<file path="src/rtl/sc_fifo_if.sv">
// Request/flag bundle shared by the FIFO and the stack buffer so clients can swap between them.
interface sc_fifo_if #(
   parameter int DWIDTH = 8,
   parameter int AWIDTH = 4
);
   logic              wrreq_i;
   logic [DWIDTH-1:0] data_i;
   logic              rdreq_i;
   logic [DWIDTH-1:0] q_o;
   logic              empty_o;
   logic              full_o;
   logic              almost_empty_o;
   logic              almost_full_o;
   logic [AWIDTH:0]   usedw_o;

   modport master (
      output wrreq_i, data_i, rdreq_i,
      input  q_o, empty_o, full_o, almost_empty_o, almost_full_o, usedw_o
   );

   modport slave (
      input  wrreq_i, data_i, rdreq_i,
      output q_o, empty_o, full_o, almost_empty_o, almost_full_o, usedw_o
   );
endinterface

</file>
<file path="src/rtl/sc_fifo.sv">
// Single-clock FIFO with sync RAM storage, registered read data and registered
// occupancy flags (including almost-full/almost-empty thresholds).
module sc_fifo #(
   parameter int DWIDTH       = 8,
   parameter int AWIDTH       = 4,
   parameter int ALMOST_FULL  = 12,
   parameter int ALMOST_EMPTY = 4
) (
   input  logic       clk_i,
   input  logic       srst_i,
   sc_fifo_if.slave   bus
);
   localparam int              DEPTH      = 2 ** AWIDTH;
   localparam logic [AWIDTH:0] FULL_COUNT = (AWIDTH + 1)'(DEPTH);
   localparam logic [AWIDTH:0] AF_LEVEL   = (AWIDTH + 1)'(ALMOST_FULL);
   localparam logic [AWIDTH:0] AE_LEVEL   = (AWIDTH + 1)'(ALMOST_EMPTY);
   localparam logic [AWIDTH:0] ONE        = (AWIDTH + 1)'(1);

   logic [DWIDTH-1:0] r_mem [DEPTH];
   logic [AWIDTH-1:0] r_wrPtr;
   logic [AWIDTH-1:0] r_rdPtr;
   logic [AWIDTH:0]   r_usedw;
   logic [DWIDTH-1:0] r_q;
   logic              r_empty;
   logic              r_full;
   logic              r_almostEmpty;
   logic              r_almostFull;

   logic              w_wrAcc;
   logic              w_rdAcc;
   logic [AWIDTH:0]   w_usedwNext;

   // Acceptance uses the registered flags; flags are derived from the next count
   // so they always agree with usedw_o in the same cycle.
   always_comb begin
      w_wrAcc     = bus.wrreq_i & ~r_full;
      w_rdAcc     = bus.rdreq_i & ~r_empty;
      w_usedwNext = r_usedw;
      if (w_wrAcc && !w_rdAcc) begin
         w_usedwNext = r_usedw + ONE;
      end else if (w_rdAcc && !w_wrAcc) begin
         w_usedwNext = r_usedw - ONE;
      end
   end

   // Storage array has no reset so it maps onto block RAM; reset still blocks the write.
   always_ff @(posedge clk_i) begin
      if (w_wrAcc && !srst_i) begin
         r_mem[r_wrPtr] <= bus.data_i;
      end
   end

   always_ff @(posedge clk_i) begin
      if (srst_i) begin
         r_wrPtr       <= '0;
         r_rdPtr       <= '0;
         r_usedw       <= '0;
         r_q           <= '0;
         r_empty       <= 1'b1;
         r_full        <= 1'b0;
         r_almostEmpty <= 1'b1;
         r_almostFull  <= 1'b0;
      end else begin
         if (w_wrAcc) begin
            r_wrPtr <= r_wrPtr + 1'b1;
         end
         // With 1..DEPTH-1 words stored the pointers differ, so a simultaneous
         // write can never alias the word being read.
         if (w_rdAcc) begin
            r_q     <= r_mem[r_rdPtr];
            r_rdPtr <= r_rdPtr + 1'b1;
         end
         r_usedw       <= w_usedwNext;
         r_empty       <= (w_usedwNext == '0);
         r_full        <= (w_usedwNext == FULL_COUNT);
         r_almostEmpty <= (w_usedwNext < AE_LEVEL);
         r_almostFull  <= (w_usedwNext >= AF_LEVEL);
      end
   end

   assign bus.q_o            = r_q;
   assign bus.usedw_o        = r_usedw;
   assign bus.empty_o        = r_empty;
   assign bus.full_o         = r_full;
   assign bus.almost_empty_o = r_almostEmpty;
   assign bus.almost_full_o  = r_almostFull;

`ifndef SYNTHESIS
   always_ff @(posedge clk_i) begin
      if (!srst_i && bus.wrreq_i && r_full) begin
         $warning("sc_fifo: write request while full, dropped");
      end
      if (!srst_i && bus.rdreq_i && r_empty) begin
         $warning("sc_fifo: read request while empty, dropped");
      end
   end
`endif
endmodule

</file>
<file path="src/flat_wrapper.sv">
// flat-port wrapper written by rule: the top's interface ports become plain ports
module sc_fifo_flat 
#(
   parameter int DWIDTH       = 8,
   parameter int AWIDTH       = 4,
   parameter int ALMOST_FULL  = 12,
   parameter int ALMOST_EMPTY = 4
)
  (clk_i, srst_i, bus_wrreq_i, bus_data_i, bus_rdreq_i, bus_q_o, bus_empty_o, bus_full_o, bus_almost_empty_o, bus_almost_full_o, bus_usedw_o);
  sc_fifo_if #(.DWIDTH(DWIDTH), .AWIDTH(AWIDTH)) bus_i ();
  input  logic clk_i;
  input  logic srst_i;
  input wire logic [$bits(bus_i.wrreq_i)-1:0] bus_wrreq_i;
  input wire logic [$bits(bus_i.data_i)-1:0] bus_data_i;
  input wire logic [$bits(bus_i.rdreq_i)-1:0] bus_rdreq_i;
  output wire logic [$bits(bus_i.q_o)-1:0] bus_q_o;
  output wire logic [$bits(bus_i.empty_o)-1:0] bus_empty_o;
  output wire logic [$bits(bus_i.full_o)-1:0] bus_full_o;
  output wire logic [$bits(bus_i.almost_empty_o)-1:0] bus_almost_empty_o;
  output wire logic [$bits(bus_i.almost_full_o)-1:0] bus_almost_full_o;
  output wire logic [$bits(bus_i.usedw_o)-1:0] bus_usedw_o;
  assign bus_i.wrreq_i = bus_wrreq_i;
  assign bus_i.data_i = bus_data_i;
  assign bus_i.rdreq_i = bus_rdreq_i;
  assign bus_q_o = bus_i.q_o;
  assign bus_empty_o = bus_i.empty_o;
  assign bus_full_o = bus_i.full_o;
  assign bus_almost_empty_o = bus_i.almost_empty_o;
  assign bus_almost_full_o = bus_i.almost_full_o;
  assign bus_usedw_o = bus_i.usedw_o;
  sc_fifo #(.DWIDTH(DWIDTH), .AWIDTH(AWIDTH), .ALMOST_FULL(ALMOST_FULL), .ALMOST_EMPTY(ALMOST_EMPTY)) u_core (.clk_i(clk_i), .srst_i(srst_i), .bus(bus_i));
endmodule
</file>
<file path="config.mk">
export PLATFORM = sky130hd
export DESIGN_NAME = sc_fifo_flat
export DESIGN_NICKNAME = d
export VERILOG_FILES = /design/src/rtl/sc_fifo_if.sv /design/src/rtl/sc_fifo.sv /design/src/flat_wrapper.sv
export SDC_FILE = /design/constraint.sdc
export NUM_CORES = 1
export LEC_CHECK = 0
export CELL_PAD_IN_SITES_DETAIL_PLACEMENT = 0
export CELL_PAD_IN_SITES_GLOBAL_PLACEMENT = 1
export CORE_MARGIN = 10
export CORE_UTILIZATION = 45
export DETAILED_ROUTE_END_ITERATION = 10
export PLACE_DENSITY = 0.8
export SLEW_MARGIN = 20
export SYNTH_ARGS = -nofsm -noshare
export SYNTH_HDL_FRONTEND = slang
export SYNTH_SLANG_ARGS = --single-unit
</file>
<file path="constraint.sdc">
create_clock -name clk_i -period 2.8 [get_ports clk_i]
set_input_delay 0.56 -clock clk_i [delete_from_list [all_inputs] [get_ports clk_i]]
set_output_delay 0.56 -clock clk_i [all_outputs]
set_load 0.005 [all_outputs]
</file>
==> After elaboration in Yosys (flattened, before gate mapping) <==
Memory sizes are Yosys's and may differ from the RTL's. A register that Yosys moved wholly into a read port is not among the register bits.
Index checks and enable logic that the tools add are counted.
{ "totals": {"elab_cells": 30, "ramBits": 128, "register_bits": 17, "memories": 1} }
{ "mem_list": {"columns": ["memory", "depth", "word_bits", "rd", "rd_clocked_by_memory_dff", "write_ports", "line", "source"], "rows": [
  ["u_core.r_mem", 16, 8, 1, 1, 1, "sc_fifo.sv:19", "logic [DWIDTH-1:0] r_mem [DEPTH];"]
]} }
{ "op_classes": {"eq_ne": 1, "muxes": 4, "bitwise": 4, "magnitude_cmp": 2, "n_reduce_logical": 7, "n_addsub": 4} }
{ "op_table": {"columns": ["operator", "count"], "rows": [
  ["5-bit 2-to-1 mux", 2],
  ["4-bit by 1-bit adder with 4-bit output (second input constant)", 2],
  ["5-bit by 1-bit adder with 5-bit output (second input constant)", 1],
  ["5-bit equality test (second input constant)", 1],
  ["5-bit by 4-bit >= comparator with 1-bit output (second input constant)", 1],
  ["5-bit zero test", 1],
  ["5-bit by 3-bit < comparator with 1-bit output (second input constant)", 1],
  ["5-bit by 1-bit subtractor with 5-bit output (second input constant)", 1],
  ["1-bit logical AND", 3],
  ["1-bit zero test", 3],
  ["1-bit bitwise AND", 2],
  ["1-bit 2-to-1 mux", 2],
  ["1-bit NOT", 2]
]} }

==> Longest topological paths before layout <==
Gate-level depths: netlist of the first run.
{ "depth": {"depth_word": 7, "depth_mapped": 7} }

==> Worst setup path before layout of the first run <==
OpenSTA, ideal clock, no wires.
{ "synth_timing": {"path_type": "in2reg", "from": "in bus_wrreq_i", "to": "mem u_core.r_mem[3][0], enable pin", "arrival_ns": 1.453, "required_ns": 2.430, "setup_slack_ns": 0.977, "n_path_buf": 1, "setup_ns": 0.370, "cell_stages": 4, "path_cell_list": "nor2b_1 > buf_2 > nand2_1 > nor2_1"} }
{ "synth_via": {"elab_chain_len": 4} }
{ "synth_lines": {"columns": ["item", "line", "source"], "rows": [
  ["from (decl)", "flat_wrapper.sv:13", "input wire logic [$bits(bus_i.wrreq_i)-1:0] bus_wrreq_i;"],
  ["1-bit bitwise AND", "sc_fifo.sv:36", "w_wrAcc = bus.wrreq_i & ~r_full;"],
  ["1-bit logical AND", "sc_fifo.sv:48", "if (w_wrAcc && !srst_i) begin"],
  ["1-bit 2-to-1 mux", "sc_fifo.sv:48", null],
  ["1-bit 2-to-1 mux (implied by the code)", "sc_fifo.sv:49", "r_mem[r_wrPtr] <= bus.data_i;"],
  ["to (decl)", "sc_fifo.sv:19", null]
]} }
No other way between the ends.

==> Final worst setup path of the first run <==
{ "layout_timing": {"from": "reg u_core.r_usedw[2] (netlist: u_core.bus.usedw_o[2])", "to": "out bus_usedw_o[2]"} }
{ "layout_rtl": {"columns": ["item", "line", "source"], "rows": [
  ["from (decl)", "sc_fifo.sv:22", "logic [AWIDTH:0] r_usedw;"],
  ["from (signal assigned)", "sc_fifo.sv:73", "r_usedw <= w_usedwNext;"],
  ["to (decl)", "flat_wrapper.sv:21", "output wire logic [$bits(bus_i.usedw_o)-1:0] bus_usedw_o;"]
]} }
No word-level cell between the ends.

==> results of run 1 <==
power groups by stage:
stage	Sequential, mW	Clock, mW	Combinational, mW
2_1_floorplan	2.64	0	0.461
3_3_place_gp	2.65	0	0.685
6_report	2.60	2.15	0.692
3_5_place_dp	2.65	0	0.699
4_1_cts	2.60	2.20	0.703
5_1_grt	2.61	2.29	0.769
cell usage in the layout, fill, tap and decap left out, drive strengths merged, types with 11 or more instances in the layout:
cell           instances
edfxtp               128
nand2                 11
a22oi                 16
mux4                  32
clkbuf                21
buf                   22
nor2                  37
clkdlybuf4s50         28
dfxtp                 25
a21oi                 20
worst max-delay path by stage:
stage                          endpoint  slack (ps)  depth (start not counted)
6_report                 bus_usedw_o[2]         770                          1
4_1_cts                  bus_usedw_o[2]         760                          1
3_5_place_dp   u_core.bus.almost_full_o         440                          7
2_1_floorplan        u_core.r_mem[3][0]         980                          4
3_3_place_gp   u_core.bus.almost_full_o         500                          7
5_1_grt                  bus_usedw_o[2]         700                          1
through the flow:
step | worst slack, ps | util (%) | total power [mW] | hold slack, ps | cell area (sq um)
final | 775 | 54.2 | 5.45 | 487 | 7210
after global placement | 504 | 50.0 | 3.33 | 471 | 6650
after floorplan | 977 | - | 3.10 | 479 | 6110
after CTS | 757 | 54.2 | 5.50 | 492 | 7210
after global routing | 695 | 54.2 | 5.67 | 529 | 7210
after detailed placement | 441 | 50.0 | 3.35 | 484 | 6650
worst min-delay path, cell delays in order, from the launching register on:
cell	delay, ps
dfxtp_1	320
a21oi_1	60
nor2_1	70
cells by family (layout without fill, tap and decap cells):
logic type,after synthesis,in the layout,synth area share (%)
muxes,32,32,12.8
xor gates and xnor gates,8,8,1.15
AOI/OAI and AO/OA,46,46,4.79
adders and majority gates,7,7,1.43
buffers and inverters,25,89,2.76
and+or+nand+nor,76,76,5.98
DFF,153,153,71.1
final cells by class:
class                      count  area share, %
timing repair buffer          50           6.36
clock buffer                  21           6.11
inverter                       7          0.365
sequential                   153           60.3
multi-input combinational    169           22.2
clock inverter                11           1.65
tap                          176           3.06
metal layers:
metal	GRT usage (%)	routed length (um)	vias to the layer above	part of all wire, %
met2	22.2	6020	112	50
met1	16.0	4880	1606	40
met3	4.55	952	28	7.9
met4	6.92	274	0	2.3
li1	-	-	1481	-
met5	0	0	-	0
cells in the mapped netlist:
cell             count  area [sq um]
a211oi_1             2          15.0
a21o_1               1          7.51
a21oi_1             20           100
a22oi_1             16           120
a311oi_1             1          8.76
and2_1               2          12.5
and2_2               1          7.51
and4_1               1          8.76
buf_2                5          25.0
buf_4                2          15.0
buf_6                6          67.6
clkbuf_1             2          7.51
clkbuf_4             1          7.51
clkdlybuf4s25_2      2          20.0
dfxtp_1             25           500
edfxtp_1           128          3840
ha_1                 7          87.6
inv_1                7          26.3
mux4_1              16           420
mux4_2              16           360
nand2_1             11          41.3
nand2b_1             2          12.5
nand3_1              4          20.0
nand3b_1             1          7.51
nand4_1              3          18.8
nor2_1              37           139
nor2b_1              4          25.0
nor3_1               4          20.0
nor3_2               1          10.0
nor4_1               1          6.26
nor4b_2              1          15.0
o211ai_1             2          15.0
o21a_1               1          7.51
o21ai_0              2          10.0
o41ai_1              1          8.76
or3_1                1          6.26
or4_1                2          15.0
xnor2_1              4          35.0
xor2_1               4          35.0
registers in the layout, indices dropped and copies added (netlist names):
name / cells
u_core.bus.q_o: 8
u_core.r_wrPtr: 4
u_core.bus.usedw_o: 5
u_core.bus.empty_o: 1
u_core.bus.almost_empty_o: 1
u_core.bus.full_o: 1
u_core.bus.almost_full_o: 1
u_core.r_mem: 128
u_core.r_rdPtr: 4
==> summary.md, run 1 <==
| Metric | Value |
|---|---|
| Starting Density | `between 40 and 50%` |
| Fin cells | `slightly below 600` |
| CTS tree | `yes` |
| Fin nets | `between 400 and 500` |
| Largest net degree at the start of global routing | `36` |
| Clk slew on worst S/H paths | `60 ps` |
| Port Buffers | `28` |
| Yosys Warn Count | `0` |
| P_sw | `between 1 and 1.5 mW` |
| Hold_sp | `u_core.bus.q_o[1]` |
| Hold Path Class | `reg -> reg` |
| H-tree levels | `4` |
| Final hold violation count | `0` |
| Global Route Usage Sum | `between 10% and 20%` |
| Drt total wl | `between 10,000 and 15,000 um` |
| Multi-input gate area | `0.00160 sq mm` |
| Fillers | `between 1k and 1.5k` |
| Worst setup path start | `u_core.bus.usedw_o[2]` |
| Sink Count | `approximately 150` |
| Post-cts repair resize count | `0` |
| Final setup violation count | `0` |
| DRT antenna net count | `0` |
| Number of max-cap violations | `0` |
| 1st-iter DRT viols | `between 200 and 300` |
| Worst path max stage delay | `around 570 ps` |
| Fin Setup TNS | `0 ps` |
| Fraction of layout cells with a size suffix above 1 | `roughly 16%` |
| Worst Path Arrival | `between 1000 and 1500 ps` |
| Hold buffers post-CTS | `0` |
| Part of the power in the clock network | `around two fifths` |
| Pint | `4.20 mW` |
| Seq/Total Area, Yosys | `a little under three quarters` |
| CP Cell Sequence | `clkdlybuf4s50_1` |
| Height of the die | `137 um` |
| Unrepaired setup endpoints after global routing | `no` |
| Number of global-route vias before repair | `around 3.3k` |
| Max clock buf depth | `2` |
| Site Rows | `42` |
| Register area | `between 0.004 and 0.005 sq mm` |
| Worst Max-Slew Pin Slew | `802 ps` |
| Placed Instances | `about 560` |
| CP required | `2240 ps` |
| Slowest CP cell | `clkdlybuf4s50_1` |
| Die ar. | `approximately 0.019 sq mm` |
| Period utilization | `between 70% and 80%` |
| Status | `completed` |
| Worst path bufs/invs | `1` |
| Max Clock Skew | `roughly 6.2 ps` |
| Power share of the combinational group | `12.7%` |
| WL/cell | `20.6 um` |
| Slew headroom | `~46%` |
| # diodes | `0` |
| Reg2reg start | `u_core.r_rdPtr[0]` |
| Hold Path End | `u_core.bus.q_o[1]` |
| R2r worst-path depth | `6` |
| Max IR drop VDD | `approximately 490 uV` |
| Crit-path max FO | `9` |
| Grt ovf | `0` |
| Final Critical Period | `between 2000 and 2500 ps` |
| Syn avg cell area | `between 15 and 20 sq um` |
| Synth Register Bits | `153` |
| DR pass1 iterations | `4` |
| GPL Wtd Cong | `between 0.8 and 0.9` |
| Leak | `2.37 nW` |
| Worst path top cell family by delay | `buffers and inverters` |
| Via density | `5.50` |
| Vias | `~3.2k` |
| Cell Area, Synth | `between 0.006 and 0.007 sq mm` |
| Pwr/cell area | `756 mW/mm^2` |
| Core area | `~0.013 sq mm` |
| Fmax | `about 490 MHz` |
| Critical path capture point type | `output port` |
| Distinct cells, synth | `39` |
| Antenna violations before repair | `0` |
| Root Buffer | `clkbuf_16` |
| Syn_nets | `approximately 370` |
| Cells after synthesis | `between 300 and 400` |
| Worst skew pair latency | `420 ps` |
| Dpl hpwl | `~7600 um` |
| Die W | `about 140 um` |
| Net Sw Frac | `between 20 and 25%` |
| CP Class | `reg -> out` |
| Reg2Reg Capture Point | `u_core.bus.q_o[6]` |
| DRC | `0` |
| # IOs | `29` |
| Hold Crit Depth | `2` |
| Area grow syn2layout | `17.9%` |
| First-pass GRT wire length | `approximately 19,000 um` |
| # Post-CTS Setup Buffers | `0` |
| Final Max Tran Viols | `0` |
| Startpoint types | `flip-flop` |
| R2R setup slack | `~840 ps` |
| TritonCTS Buffers | `17` |
| Reg power frac | `between 40% and 50%` |
Note: power is estimated with default switching activity, not from simulation.
==> run 2, diff against run 1 <==
--- a/config.mk
+++ b/config.mk
@@ -10,7 +10,7 @@
 export CORE_MARGIN = 10
 export CORE_UTILIZATION = 45
 export DETAILED_ROUTE_END_ITERATION = 10
-export PLACE_DENSITY = 0.8
+export PLACE_DENSITY = 0.83
 export SLEW_MARGIN = 20
 export SYNTH_ARGS = -nofsm -noshare
 export SYNTH_HDL_FRONTEND = slang
==> constraint.sdc (replaced) <==
create_clock -name clk_i -period 1.75 [get_ports clk_i]
set_input_delay 0.35 -clock clk_i [delete_from_list [all_inputs] [get_ports clk_i]]
set_output_delay 0.35 -clock clk_i [all_outputs]
set_load 0.005 [all_outputs]
==> run 2 against run 1 <==
The run now ends with negative setup slack left. Clock-buffer cell count shrank 2. Setup slack lost 800 ps. Via count grew 5.6%. Clock power grew 70%. Design area grew 4.9%. Critical path depth grew 5. Worst hold slack gained 4.8 ps. Sequential cell count is the same. Non-clock buffer count grew 31. Critical path type is now reg -> reg. Critical endpoint is now u_core.bus.q_o[4]. Largest cell class unchanged.
==> summary.md, run 2 (synthesized netlist as in run 1, its figures left out) <==
| Metric | Value |
|---|---|
| DRC | `0` |
| Max reg flops | `~130` |
| TritonCTS Buffers | `17` |
| Worst Path Arrival | `between 2000 and 2500 ps` |
| Power share of the combinational group | `between 10 and 15%` |
| Grt ovf | `0` |
| Vias | `~3.4k` |
| Fin cells | `between 600 and 700` |
| Hold Path Class | `reg -> reg` |
| GPL Wtd Cong | `between 0.8 and 0.9` |
| Via density | `roughly 5.5` |
| Fin nets | `448` |
| Starting Density | `46.0%` |
| Fmax | `around 560 MHz` |
| Status | `finished with violations` |
| Max clock buf depth | `2` |
| Number of global-route vias before repair | `around 3.5k` |
| Pre-CTS WS | `-308 ps` |
| Part of the power in the clock network | `about two fifths` |
| Crit-path max FO | `5` |
| Final hold violation count | `0` |
| Final Max Tran Viols | `0` |
| # diodes | `0` |
| Commonest non-fill, non-tap cell in the layout | `edfxtp_1` |
| Register area | `0.00436 sq mm` |
| Height of the die | `roughly 140 um` |
| Number of max-cap violations | `0` |
| Most flop-heavy register | `u_core.r_mem` |
| Critical path capture point type | `flip-flop` |
| Reg power frac | `45.6%` |
| Worst setup path start | `u_core.r_rdPtr[0]` |
| Final Critical Period | `1780 ps` |
| Dpl hpwl | `8070 um` |
| Fin area | `0.00756 sq mm` |
| Final Total Pwr | `slightly above 9 mW` |
| Hold buffers post-CTS | `0` |
| P_sw | `roughly 2.0 mW` |
| Final setup violation count | `4` |
| Area grow syn2layout | `23.7%` |
| WL/cell | `between 20 and 25 um` |
| Port Buffers | `28` |
| Placed Instances | `between 500 and 600` |
| H-tree levels | `4` |
| Site Rows | `42` |
| Antenna violations before repair | `0` |
| Sink Count | `approximately 150` |
| Global Route Usage Sum | `between 10 and 15%` |
| Fillers | `1,007` |
| DR pass1 iterations | `4` |
| Max IR drop VDD | `between 800 and 900 uV` |
| Root Buffer | `clkbuf_16` |
| Min setup slack post-route | `-25.4 ps` |
| Core area | `roughly 0.013 sq mm` |
| Worst Max-Slew Pin Slew | `between 600 and 700 ps` |
| Unrepaired setup endpoints after global routing | `yes` |
| DRT antenna net count | `0` |
| Net Sw Frac | `between 20% and 30%` |
| CTS tree | `yes` |
| Max Clock Skew | `around 5.6 ps` |
| Cell Area, Placed | `a little under 0.007 sq mm` |
| Pwr/cell area | `around 1200 mW/mm^2` |
| Worst skew pair latency | `420 ps` |
| Failing checks | `negative setup slack` |
| # IOs | `29` |
| Fraction of layout cells with a size suffix above 1 | `approximately a quarter` |
| Reg2reg start | `u_core.r_rdPtr[0]` |
| First-pass GRT wire length | `19,700 um` |
| Pint | `around 7.1 mW` |
| CP required | `roughly 2100 ps` |
| Startpoint types | `flip-flop` |
| Slew headroom | `around 59%` |
| Period utilization | `101%` |
| Largest net degree at the start of global routing | `29` |
| Leak | `roughly 2.6 nW` |
| Most frequent cells in the layout | `edfxtp_1, buf_4, nor2_1` |
| CP Class | `reg -> reg` |
| 1st-iter DRT viols | `roughly 190` |
| Multi-input gate area | `0.00164 sq mm` |
| Post-layout util | `56.9%` |
| Clk slew on worst S/H paths | `50 ps` |
| Hold_sp | `u_core.bus.q_o[0]` |
| Drt total wl | `roughly 13,000 um` |
| Die W | `between 100 and 150 um` |
| Die ar. | `approximately 0.019 sq mm` |
[run 2: cell count changes in the layout (fill, tap and decap cells not counted), sizes merged]
cell / previous run / this run
clkbuf: 21 / 19
clkinvlp: 1 / 0
clkinv: 5 / 9
inv: 10 / 7
bufinv: 2 / 4
buf: 22 / 53
[run 2: worst paths after layout]
kind,to,slack (ps),cells after the start
setup / recovery,u_core.bus.q_o[4],-30,6
hold / removal,u_core.bus.q_o[0],490,2
setup reg to reg,u_core.bus.q_o[4],-30,6
hold reg to reg,u_core.bus.q_o[0],490,2
[run 2: power by group through the flow]
stage | sequential, mW | clock [mW] | combinational, mW
6_report | 4.17 | 3.66 | 1.32
3_5_place_dp | 4.24 | 0 | 1.26
2_1_floorplan | 4.23 | 0 | 0.737
3_3_place_gp | 4.23 | 0 | 1.24
4_1_cts | 4.17 | 3.74 | 1.32
5_1_grt | 4.19 | 3.88 | 1.44
[run 2: final cells by class]
| cell class | instances | area share (%) |
|---|---|---|
| Tap cell | 176 | 2.91 |
| Clock buffer | 19 | 5.73 |
| Multi-Input combinational cell | 169 | 21.7 |
| Inverter | 7 | 0.348 |
| Sequential cell | 153 | 57.6 |
| Timing Repair Buffer | 81 | 9.57 |
| Clock inverter | 13 | 2.09 |
[run 2: stage by stage]
| step | hold slack (ps) | TNS (ps) |
|---|---|---|
| 2_1_floorplan | 443 | 0 |
| 3_3_place_gp | 477 | -30230 |
| 3_5_place_dp | 483 | -30810 |
| 4_1_cts | 500 | -127 |
| 5_1_grt | 518 | -572 |
| 6_report | 492 | -80.0 |
[run 2: what timing repair did]
| action | CTS | global route |
|---|---|---|
| pin swaps | 2 | 1 |
| resized for setup | 16 | 7 |
| buffers inserted | 2 | 1 |
| endpoints found under the setup margin | 10 | 12 |
| endpoints found under the hold margin | 0 | 0 |
[run 2: worst max-delay path: stages (launching register included)]
cell,delay [ps]
dfxtp_4,400
buf_4,170
mux4_1,570
a22oi_2,200
a21oi_2,120
a21oi_1,140
nor2_1,60
[run 2: per-layer routing]
metal	track usage [%]	routed length (um)	vias up
met5	0	0	-
met3	5.13	774	22
met1	17.0	5380	1740
li1	-	-	1539
met2	23.2	6120	108
met4	5.03	248	0
==> run 3, diff against run 2 <==
--- a/config.mk
+++ b/config.mk
@@ -5,10 +5,12 @@
 export SDC_FILE = /design/constraint.sdc
 export NUM_CORES = 1
 export LEC_CHECK = 0
+export ABC_CLOCK_PERIOD_IN_PS = 1750
 export CELL_PAD_IN_SITES_DETAIL_PLACEMENT = 0
 export CELL_PAD_IN_SITES_GLOBAL_PLACEMENT = 1
-export CORE_MARGIN = 10
+export CORE_MARGIN = 5
 export CORE_UTILIZATION = 45
+export CTS_CLUSTER_SIZE = 40
 export DETAILED_ROUTE_END_ITERATION = 10
 export PLACE_DENSITY = 0.83
 export SLEW_MARGIN = 20
==> run 3 against run 2 <==
Worst hold slack better by 5.3 ps. Combinational power is 6% higher. Sequential power hardly changed. Design area is 0.53% higher. The flow now finishes without violations. Utilization is 0.30 points higher. Critical path depth stayed put. Global-route usage is 2.7 points higher. Critical path type unchanged. Non-clock buffer count is 7 lower. Setup slack better by 26 ps. Register-to-register slack better by 30 ps. Die area is 14% lower.
==> summary.md, run 3 (synthesized netlist as in run 1, its figures left out) <==
| Metric | Value |
|---|---|
| Pre-CTS WS | `-441 ps` |
| Hold buffers post-CTS | `0` |
| Final setup violation count | `0` |
| TritonCTS Buffers | `17` |
| Startpoint types | `flip-flop` |
| Most flop-heavy register | `u_core.r_mem` |
| Number of max-cap violations | `0` |
| Root Buffer | `clkbuf_16` |
| Area grow syn2layout | `24.4%` |
| Fin nets | `~440` |
| Sink Count | `between 150 and 200` |
| Site Rows | `42` |
| Via density | `approximately 5.5` |
| # IOs | `29` |
| Global Route Usage Sum | `between 10% and 20%` |
| Leak | `between 2 and 3 nW` |
| CTS tree | `yes` |
| CP required | `around 2100 ps` |
| Port Buffers | `28` |
| Slew headroom | `between 60 and 70%` |
| Most frequent cells in the layout | `edfxtp_1, buf_4, nor2_1` |
| R2r worst-path depth | `6` |
| 1st-iter DRT viols | `about 230` |
| Period utilization | `between 90% and 100%` |
| Fin area | `around 0.0076 sq mm` |
| Final Total Pwr | `9.28 mW` |
| Max clock buf depth | `2` |
| Hold Path Class | `reg -> reg` |
| H-tree levels | `4` |
| Clk slew on worst S/H paths | `roughly 60 ps` |
| Multi-input gate area | `about 0.0017 sq mm` |
| Commonest non-fill, non-tap cell in the layout | `edfxtp_1` |
| Max Clock Skew | `about 6.2 ps` |
| Fmax | `between 500 and 600 MHz` |
| Height of the die | `approximately 130 um` |
| Worst hold slack | `between 400 and 500 ps` |
| Hold Crit Depth | `2` |
| Worst Path Arrival | `between 2000 and 2500 ps` |
| First-pass GRT wire length | `approximately 20,000 um` |
| Number of global-route vias before repair | `around 3.5k` |
| # diodes | `0` |
| Fillers | `roughly 990` |
| DRC | `0` |
| Largest net degree at the start of global routing | `36` |
| Die W | `approximately 130 um` |
| Vias | `~3.4k` |
| GPL Wtd Cong | `about 0.77` |
| Final Critical Period | `1750 ps` |
| Max reg flops | `128` |
| Drt total wl | `12,600 um` |
| Max IR drop VDD | `694 uV` |
| Status | `completed` |
| Worst skew pair latency | `roughly 430 ps` |
| Starting Density | `between 40 and 50%` |
| Min setup slack post-route | `about 0.53 ps` |
| Critical path capture point type | `flip-flop` |
| Fraction of layout cells with a size suffix above 1 | `31.3%` |
| WL/cell | `roughly 21 um` |
| Die ar. | `roughly 0.016 sq mm` |
| Final Max Tran Viols | `0` |
| Grt ovf | `0` |
| Pwr/cell area | `1220 mW/mm^2` |
| Dpl hpwl | `between 7000 and 8000 um` |
| Worst Max-Slew Pin Slew | `roughly 590 ps` |
| Final hold violation count | `0` |
| Fin Setup TNS | `0 ps` |
| Register area | `around 0.0044 sq mm` |
| Antenna violations before repair | `0` |
| DRT antenna net count | `0` |
| Core area | `between 0.01 and 0.015 sq mm` |
| Cell Area, Placed | `0.00684 sq mm` |
| Unrepaired setup endpoints after global routing | `yes` |
| DR pass1 iterations | `6` |
| Crit-path max FO | `10` |
| CP Class | `reg -> reg` |
## run 3: worst max-delay path: stages (launching register included)
cell and delay, ps:
dfxtp_4 410, buf_12 160, mux4_1 590, a22oi_2 210, a21oi_1 110, a21oi_1 120, nor2_1 50
## run 3: worst paths after layout
path / from / end / slack (ps)
max: u_core.r_rdPtr[0] / u_core.bus.q_o[5] / 0.5
max reg2reg: u_core.r_rdPtr[0] / u_core.bus.q_o[5] / 0.5
min: u_core.bus.q_o[5] / u_core.bus.q_o[5] / 500
min reg2reg: u_core.bus.q_o[5] / u_core.bus.q_o[5] / 500
## run 3: layer usage
layer,vias up,global-route usage (%),share of wire [%]
li1,1528,-,-
met1,1692,22.8,43
met2,119,27.2,50
met3,14,4.92,6.0
met4,0,4.73,1.3
met5,-,0,0
## run 3: final cells by class
class                           count  area share [%]
Sequential cell                   153            57.3
Multi-Input combinational cell    169            22.4
Timing Repair Buffer               74            9.09
Clock buffer                       18            5.65
Tap cell                          176            2.90
Clock inverter                     14            2.27
Inverter                            7           0.346
## run 3: power breakdown
group / switching (mW) / total (mW) / internal [mW]
clock: 1.46 / 3.71 / 2.25
combinational: 0.652 / 1.40 / 0.747
sequential: 0.0996 / 4.18 / 4.08
total: 2.21 / 9.28 / 7.08
## run 3: repair_timing
| action | CTS | global route |
|---|---|---|
| pin swaps | 5 | 3 |
| buffers inserted | 1 | 0 |
| endpoints found under the hold margin | 0 | 0 |
| resized for setup | 23 | 27 |
| setup endpoints to repair | 10 | 107 |
| gates cloned | 1 | 0 |
## run 3: per-stage QoR
stage / util, % / std cells
floorplan: - / 347
global placement: 51.5 / 578
detailed placement: 51.5 / 578
CTS: 56.9 / 612
global route: 57.2 / 611
finish: 57.2 / 611
